===== src/rtl/mul_uint_seq.sv =====
// mul_uint_seq: iterative radix-2 shift-add unsigned multiplier with valid/ready handshakes
//
// Ports:
//   clk, rst            clock (rising edge), synchronous active-high reset
//   in_valid, in_ready  operand handshake; in_ready is high only in IDLE
//   A, B                WIDTH-bit multiplicand / multiplier, latched on accept
//   out_valid, out_ready result handshake; out_valid is high only in DONE
//   P                   product, WIDTH bits (FULL_PRODUCT=0) or 2*WIDTH bits
//   ovf                 truncated product lost high bits (always 0 when FULL_PRODUCT=1)
module mul_uint_seq #(
    parameter int WIDTH        = 8,
    parameter int FULL_PRODUCT = 0,
    parameter int EARLY_EXIT   = 0,
    localparam int OUT_W       = (FULL_PRODUCT != 0) ? 2 * WIDTH : WIDTH
) (
    input  logic             clk,
    input  logic             rst,
    input  logic             in_valid,
    output logic             in_ready,
    input  logic [WIDTH-1:0] A,
    input  logic [WIDTH-1:0] B,
    output logic             out_valid,
    input  logic             out_ready,
    output logic [OUT_W-1:0] P,
    output logic             ovf
);
    localparam int KW = $clog2(WIDTH);

    typedef enum logic [1:0] {IDLE, BUSY, DONE} state_t;

    state_t               state, state_nxt;
    logic [2*WIDTH-1:0]   acc, mcand, acc_add;
    logic [WIDTH-1:0]     mplier, b_shift;
    logic [KW-1:0]        k;
    logic                 last;

    // mcand holds A<<k, so the add at bit k is a plain addition.
    assign acc_add = mplier[0] ? acc + mcand : acc;
    assign b_shift = mplier >> 1;
    assign last    = (k == KW'(WIDTH - 1)) || ((EARLY_EXIT != 0) && (b_shift == '0));

    assign in_ready  = (state == IDLE);
    assign out_valid = (state == DONE);

    always_comb begin
        state_nxt = state;
        unique case (state)
            IDLE:    state_nxt = in_valid ? BUSY : IDLE;
            BUSY:    state_nxt = last ? DONE : BUSY;
            DONE:    state_nxt = out_ready ? IDLE : DONE;
            default: state_nxt = IDLE;
        endcase
    end

    always_ff @(posedge clk) begin
        if (rst) begin
            state  <= IDLE;
            acc    <= '0;
            mcand  <= '0;
            mplier <= '0;
            k      <= '0;
            P      <= '0;
            ovf    <= 1'b0;
        end else begin
            state <= state_nxt;
            if (state == IDLE && in_valid) begin
                acc    <= '0;
                mcand  <= {{WIDTH{1'b0}}, A};
                mplier <= B;
                k      <= '0;
            end
            if (state == BUSY) begin
                acc    <= acc_add;
                mcand  <= mcand << 1;
                mplier <= b_shift;
                k      <= k + KW'(1);
                // Result is captured once on the final BUSY edge and held through DONE.
                if (last) begin
                    P   <= acc_add[OUT_W-1:0];
                    ovf <= (FULL_PRODUCT == 0) && (|acc_add[2*WIDTH-1:WIDTH]);
                end
            end
        end
    end
endmodule


===== config.mk =====
export PLATFORM = sky130hd
export DESIGN_NAME = mul_uint_seq
export DESIGN_NICKNAME = d
export VERILOG_FILES = /design/src/rtl/mul_uint_seq.sv
export SDC_FILE = /design/constraint.sdc
export NUM_CORES = 1
export LEC_CHECK = 0
export ABC_CLOCK_PERIOD_IN_PS = 2910
export BUFFER_PORTS_ARGS = -buffer_cell sky130_fd_sc_hd__buf_2
export CAP_MARGIN = 20
export CELL_PAD_IN_SITES_DETAIL_PLACEMENT = 1
export CELL_PAD_IN_SITES_GLOBAL_PLACEMENT = 2
export CORE_UTILIZATION = 37
export CTS_BUF_LIST = sky130_fd_sc_hd__clkbuf_4 sky130_fd_sc_hd__clkbuf_8
export DETAILED_ROUTE_END_ITERATION = 10
export GPL_ROUTABILITY_DRIVEN = 0
export GPL_TIMING_DRIVEN = 0
export PLACE_DENSITY = 0.9
export SLEW_MARGIN = 5
export SYNTH_ARGS = -nofsm -noshare
export SYNTH_HDL_FRONTEND = slang
export SYNTH_SLANG_ARGS = --single-unit

===== constraint.sdc =====
create_clock -name clk -period 2.91 [get_ports clk]
set_clock_uncertainty 0.1 [all_clocks]
set_input_delay 0 -clock clk [delete_from_list [all_inputs] [get_ports clk]]
set_output_delay 0 -clock clk [all_outputs]
set_load 0.02 [all_outputs]

# [Yosys cells after proc, flatten, opt, wreduce, memory -nomap -nowiden]
# Cells that the tools add are included.
[op_classes] add_sub_neg=2 mul=0 n_div=0 n_lt_le_gt_ge=0 eq_ne=3 shift=0 mux=13 n_bitwise=0 n_reduce_logical=6
[ops] cell="two-way mux 16 bit" count=5
[ops] cell="adder 16 bit" count=1
[ops] cell="two-way mux 7 bit" count=2
[ops] cell="OR reduction 8 bit" count=1
[ops] cell="two-way mux 3 bit" count=2
[ops] cell="one-hot mux 2 bit (3 select lines)" count=1
[ops] cell="two-way mux 2 bit" count=2
[ops] cell="adder 3 x 1 -> 3 bit, second input constant" count=1
[ops] cell="== test 3 bit, second input constant" count=1
[ops] cell="== test 2 x 1 -> 1 bit, second input constant" count=1
[ops] cell="== test 2 bit, second input constant" count=1
[ops] cell="logical NOT 2 bit" count=1
[ops] cell="AND reduction 2 bit" count=1
[ops] cell="nonzero test 2 bit" count=1
[ops] cell="OR reduction 2 bit" count=1
[ops] cell="logical AND 1 bit" count=1
[ops] cell="two-way mux 1 bit" count=1
[word_totals] reg_bits=54 latchBits=0 ram_bits=0 mem_bits_ro=0 in_bits=20 word_cells=33 memories=0

# [Logic depth before layout (Yosys ltp)]
[logic_depth] ltp_word=4 ltp_mapped=9

# [Least setup slack after synthesis]
# No wires, ideal clock.
[synth_timing] kind="flip-flop to flip-flop" from="register acc[0]" to="register ovf" setup_time_ns=0.131 arrival_ns=2.101 slack_ns=0.578 stages_incl_launch_ff=10 cell_sequence="dfxtp_1 ha_1 fa_1 a21o_1 a221oi_2 o21ai_1 mux2_1 nand2_1 nor4_1 a31oi_1"
[synth_between] elab_chain_cells=3
[synth_lines] element="start, declared" line="32" text="logic [2*WIDTH-1:0] acc, mcand, acc_add;"
[synth_lines] element="start signal, assigned" line="58" text="acc <= '0;"
[synth_lines] element="start signal, assigned" line="67" text="acc <= '0;"
[synth_lines] element="start signal, assigned" line="73" text="acc <= acc_add;"
[synth_lines] element="adder 16 bit" line="38" text="assign acc_add = mplier[0] ? acc + mcand : acc;"
[synth_lines] element="two-way mux 16 bit" line="38"
[synth_lines] element="OR reduction 8 bit" line="80" text="ovf <= (FULL_PRODUCT == 0) && (|acc_add[2*WIDTH-1:WIDTH]);"
[synth_lines] element="end signal, assigned" line="80"
[synth_lines] element="end, declared" line="25" text="output logic ovf"
# No other way between the ends.
# A chain may end at the register's enable or synchronous reset.

# [Worst setup path in the final report]
# Same ends and word-level chain as after synthesis.

==> reports/metrics.cfg <==
[status]
status = complete, no violations

[final_layout]
n_fill_cell = 969
stdcell_area_um2 = 3558
fin_util_pct = 45.81
areaGrowthSynthToFinish_pct = 18.65
seq_area_um2 = 1081
drive_gt1_share_pct = 13.33
antenna_cells = 0
multi_input_area_um2 = 1822
nets = 457

[worst_setup_path]
regToRegStartpoint = acc[0]
critPathMaxFanout = 3
r2r_cells = 9
crit_type = reg -> reg
cp-end-kind = flop
rrSetupSlack_ns = 0.14
rr_endpoint = ovf
required_ns = 3.01
start_kind = flop
cp_data_arrival_time_ns = 2.87

[pwr]
p_per_area_nw_per_um2 = 420.1
intPower_uw = 1042
power_uw = 1495
ir_drop_mv = 0.2656
p_sw_uw = 453.4
p_clk_share_pct = 32.1
p_comb_share_pct = 15.8
cellLeakagePower_uw = 0.001404
pwr-share-seq_pct = 52.1
switching_share_pct = 30.33

[clock_network]
cts_setup_buffers = 0
h-tree-depth = 2
root_buffer = clkbuf_8
clock_latency_ns = 0.33
tritoncts = yes
cts_sinks = 54
tritoncts.num_buffers = 5
clk_pin_slew_worst_paths_ns = 0.11
cts_buffer_depth = 2

[grt]
grt_pass1_wl_um = 15410
grt_pass1_vias = 2962
grt_max_degree = 18
grt-ovfl-total = 0
grtUsageTotal_pct = 23.69
antenna_found_initial = 0

[sta]
hold_viol = 0
worst_slew_pin_slew_ns = 0.9471
final.setup.tns_ns = 0
maxSlewHeadroom_pct = 36.63
setup_viol = 0
min_period_over_period_pct = 95.24
setup_slack_ns = 0.1386
max_freq_ghz = 0.3608
rsz0062_at_grt = false
fin_crit_ns = 2.771
slew_violations = 0

[yosys]
synth_xor_area_share_pct = 3.504
async_flop_share_pct = 0
ys_warn_count = 0
synth_top_family_by_area = compound AO/OA/AOI/OAI gates
syn_avg_cell_area_um2 = 8.217
synth_fa_ha_area_share_pct = 7.760
synth_area_leaders = dfxtp_1 (36%), ha_1 (7.1%), a21oi_1 (6.8%)
synth.most_common_cell = dfxtp_1
synth_nets = 403
synth-simple-area-share_pct = 20.23
yosysTopAreaCellShare_pct = 36.05
synth_edf_count = 0
synth_common_cells = dfxtp_1 (54), nand2_1 (50), nor2_1 (45)
synth_seq_cells = 54
synthMuxAreaShare_pct = 3.379
syn_inst = 365
yosysSeqAreaShare_pct = 36.05
synth_largest_area_cell = dfxtp_1
synth_compound_area_share_pct = 25.66
syn_area_um2 = 2999
synth_cell_types = 50
synth_ff_type = dfxtp_1

[floorplan]
rows = 32
die_h_um = 92.03
core_um2 = 7767
io_pins = 31
start_util_pct = 38.61
dieArea_um2 = 8470
die_x_um = 92.03

[routing]
remaining_drc_errors = 0
wl_met2_um = 4396
via_per_inst = 5.592
drt_iter0_drc = 131
maxUsedRoutingLayer = met4
postRouteAntennaNets = 0
routedWlPerCell_um = 18.01
firstDrtPassIters = 4
dr_total_vias = 2919
wl_met1_um = 4576
dr_wl_met3_um = 326
wl_um = 9399

[min_path]
whs_endpoint = mplier[3]
min_path_type = in -> reg
min_path_cells = 4
hold_path_startpoint = in_valid

[place]
place_area_um2 = 3272
hpwl_um = 6642
portBuffers = 29
dp_slack_ns = 0.1345

[job]
max_cap_violations = 0

-- kinds of logic (layout without fill, tap and decap cells) --
group,after synthesis,count (layout)
xor+xnor,12,12
buf+inv,25,80
mux,10,10
simple gates,136,136
fa+ha+maj,18,18
flops,54,54
compound gates,110,110
-- how the worst max path moves through the flow --
stage	slack, ns	startpoint	depth (start not counted)	to
floorplan	0.58	acc[0]	9	ovf
global placement	0.14	acc[0]	9	ovf
detailed placement	0.13	acc[0]	9	ovf
CTS	0.08	acc[0]	9	ovf
global route	0.03	acc[0]	9	ovf
finish	0.14	acc[0]	9	ovf
-- cell usage in the layout (no fill, tap or decap), types with 2 or more instances in the layout --
cell type      netlist  layout
nor2b_1              5       5
nand3b_1             2       2
nand2b_1             5       5
and3_1               3       3
clkbuf_8             0       6
nand3_1             15      15
xor2_1               4       4
a21oi_1             41      41
nor3_1               3       3
dlygate4sd3_1        0      18
nand2_1             50      50
clkinv_4             0       2
ha_1                17      17
a31oi_1              7       7
a21o_1               5       5
dfxtp_1             54      54
a221oi_1             2       2
nor2_1              45      45
a311oi_1             9       9
buf_2                4      33
and2_1               2       2
a211oi_1             8       8
xnor2_1              8       8
a21oi_2              2       2
clkbuf_1            18      18
a22oi_1             12      12
o21ai_0              4       4
inv_1                2       2
mux2i_1              9       9
o21ai_1              3       3
o21bai_1             4       4
-- cell type report --
class	instances	area share, %
inverters	2	0.2110
flip-flops and latches	54	30.38
repair buffers	47	9.142
clock inverters	2	0.4923
multi-input cells	286	51.20
clock buffers	6	2.321
plain buffers	23	2.672
well taps	102	3.586
-- power groups by stage --
| stage | combinational [µW] | clock (µW) | sequential [µW] |
|---|---|---|---|
| after floorplan | 139 | 0 | 792 |
| after global placement | 207 | 0 | 796 |
| after detailed placement | 211 | 0 | 796 |
| after CTS | 232 | 490 | 779 |
| after global routing | 257 | 527 | 783 |
| final | 236 | 480 | 780 |
-- timing repair --
action,CTS,global route
hold buffers,18,0
endpoints found under the hold margin,20,0
gates resized for setup,0,1
setup endpoints to repair,0,1
-- flip-flops by register name (all words and copies together) (netlist names) --
name	count
mcand	16
k	3
acc	16
P	8
ovf	1
state	2
mplier	8
-- stage by stage --
| stage | std cells | hold WS (ns) |
|---|---|---|
| after CTS | 522 | 0.1335 |
| after floorplan | 365 | 0.05782 |
| after detailed placement | 496 | 0.1673 |
| after global routing | 522 | 0.1727 |
| after global placement | 496 | 0.1624 |
| final | 522 | 0.1266 |
-- per-layer routing --
metal | vias up | track usage, %
met4 | 0 | 5.339
met5 | - | 0
met2 | 53 | 39.55
li1 | 1421 | -
met3 | 11 | 4.312
met1 | 1434 | 31.67
-- worst max-delay path: stages (launching register included) --
cell and delay (ns):
dfxtp_1 0.34, ha_1 0.23, fa_1 0.42, a21o_1 0.23
a221oi_2 0.41, o21ai_1 0.15, mux2_1 0.22, nand2_1 0.09
nor4_2 0.33, a31oi_1 0.12
(Power assumes the default switching activity.)
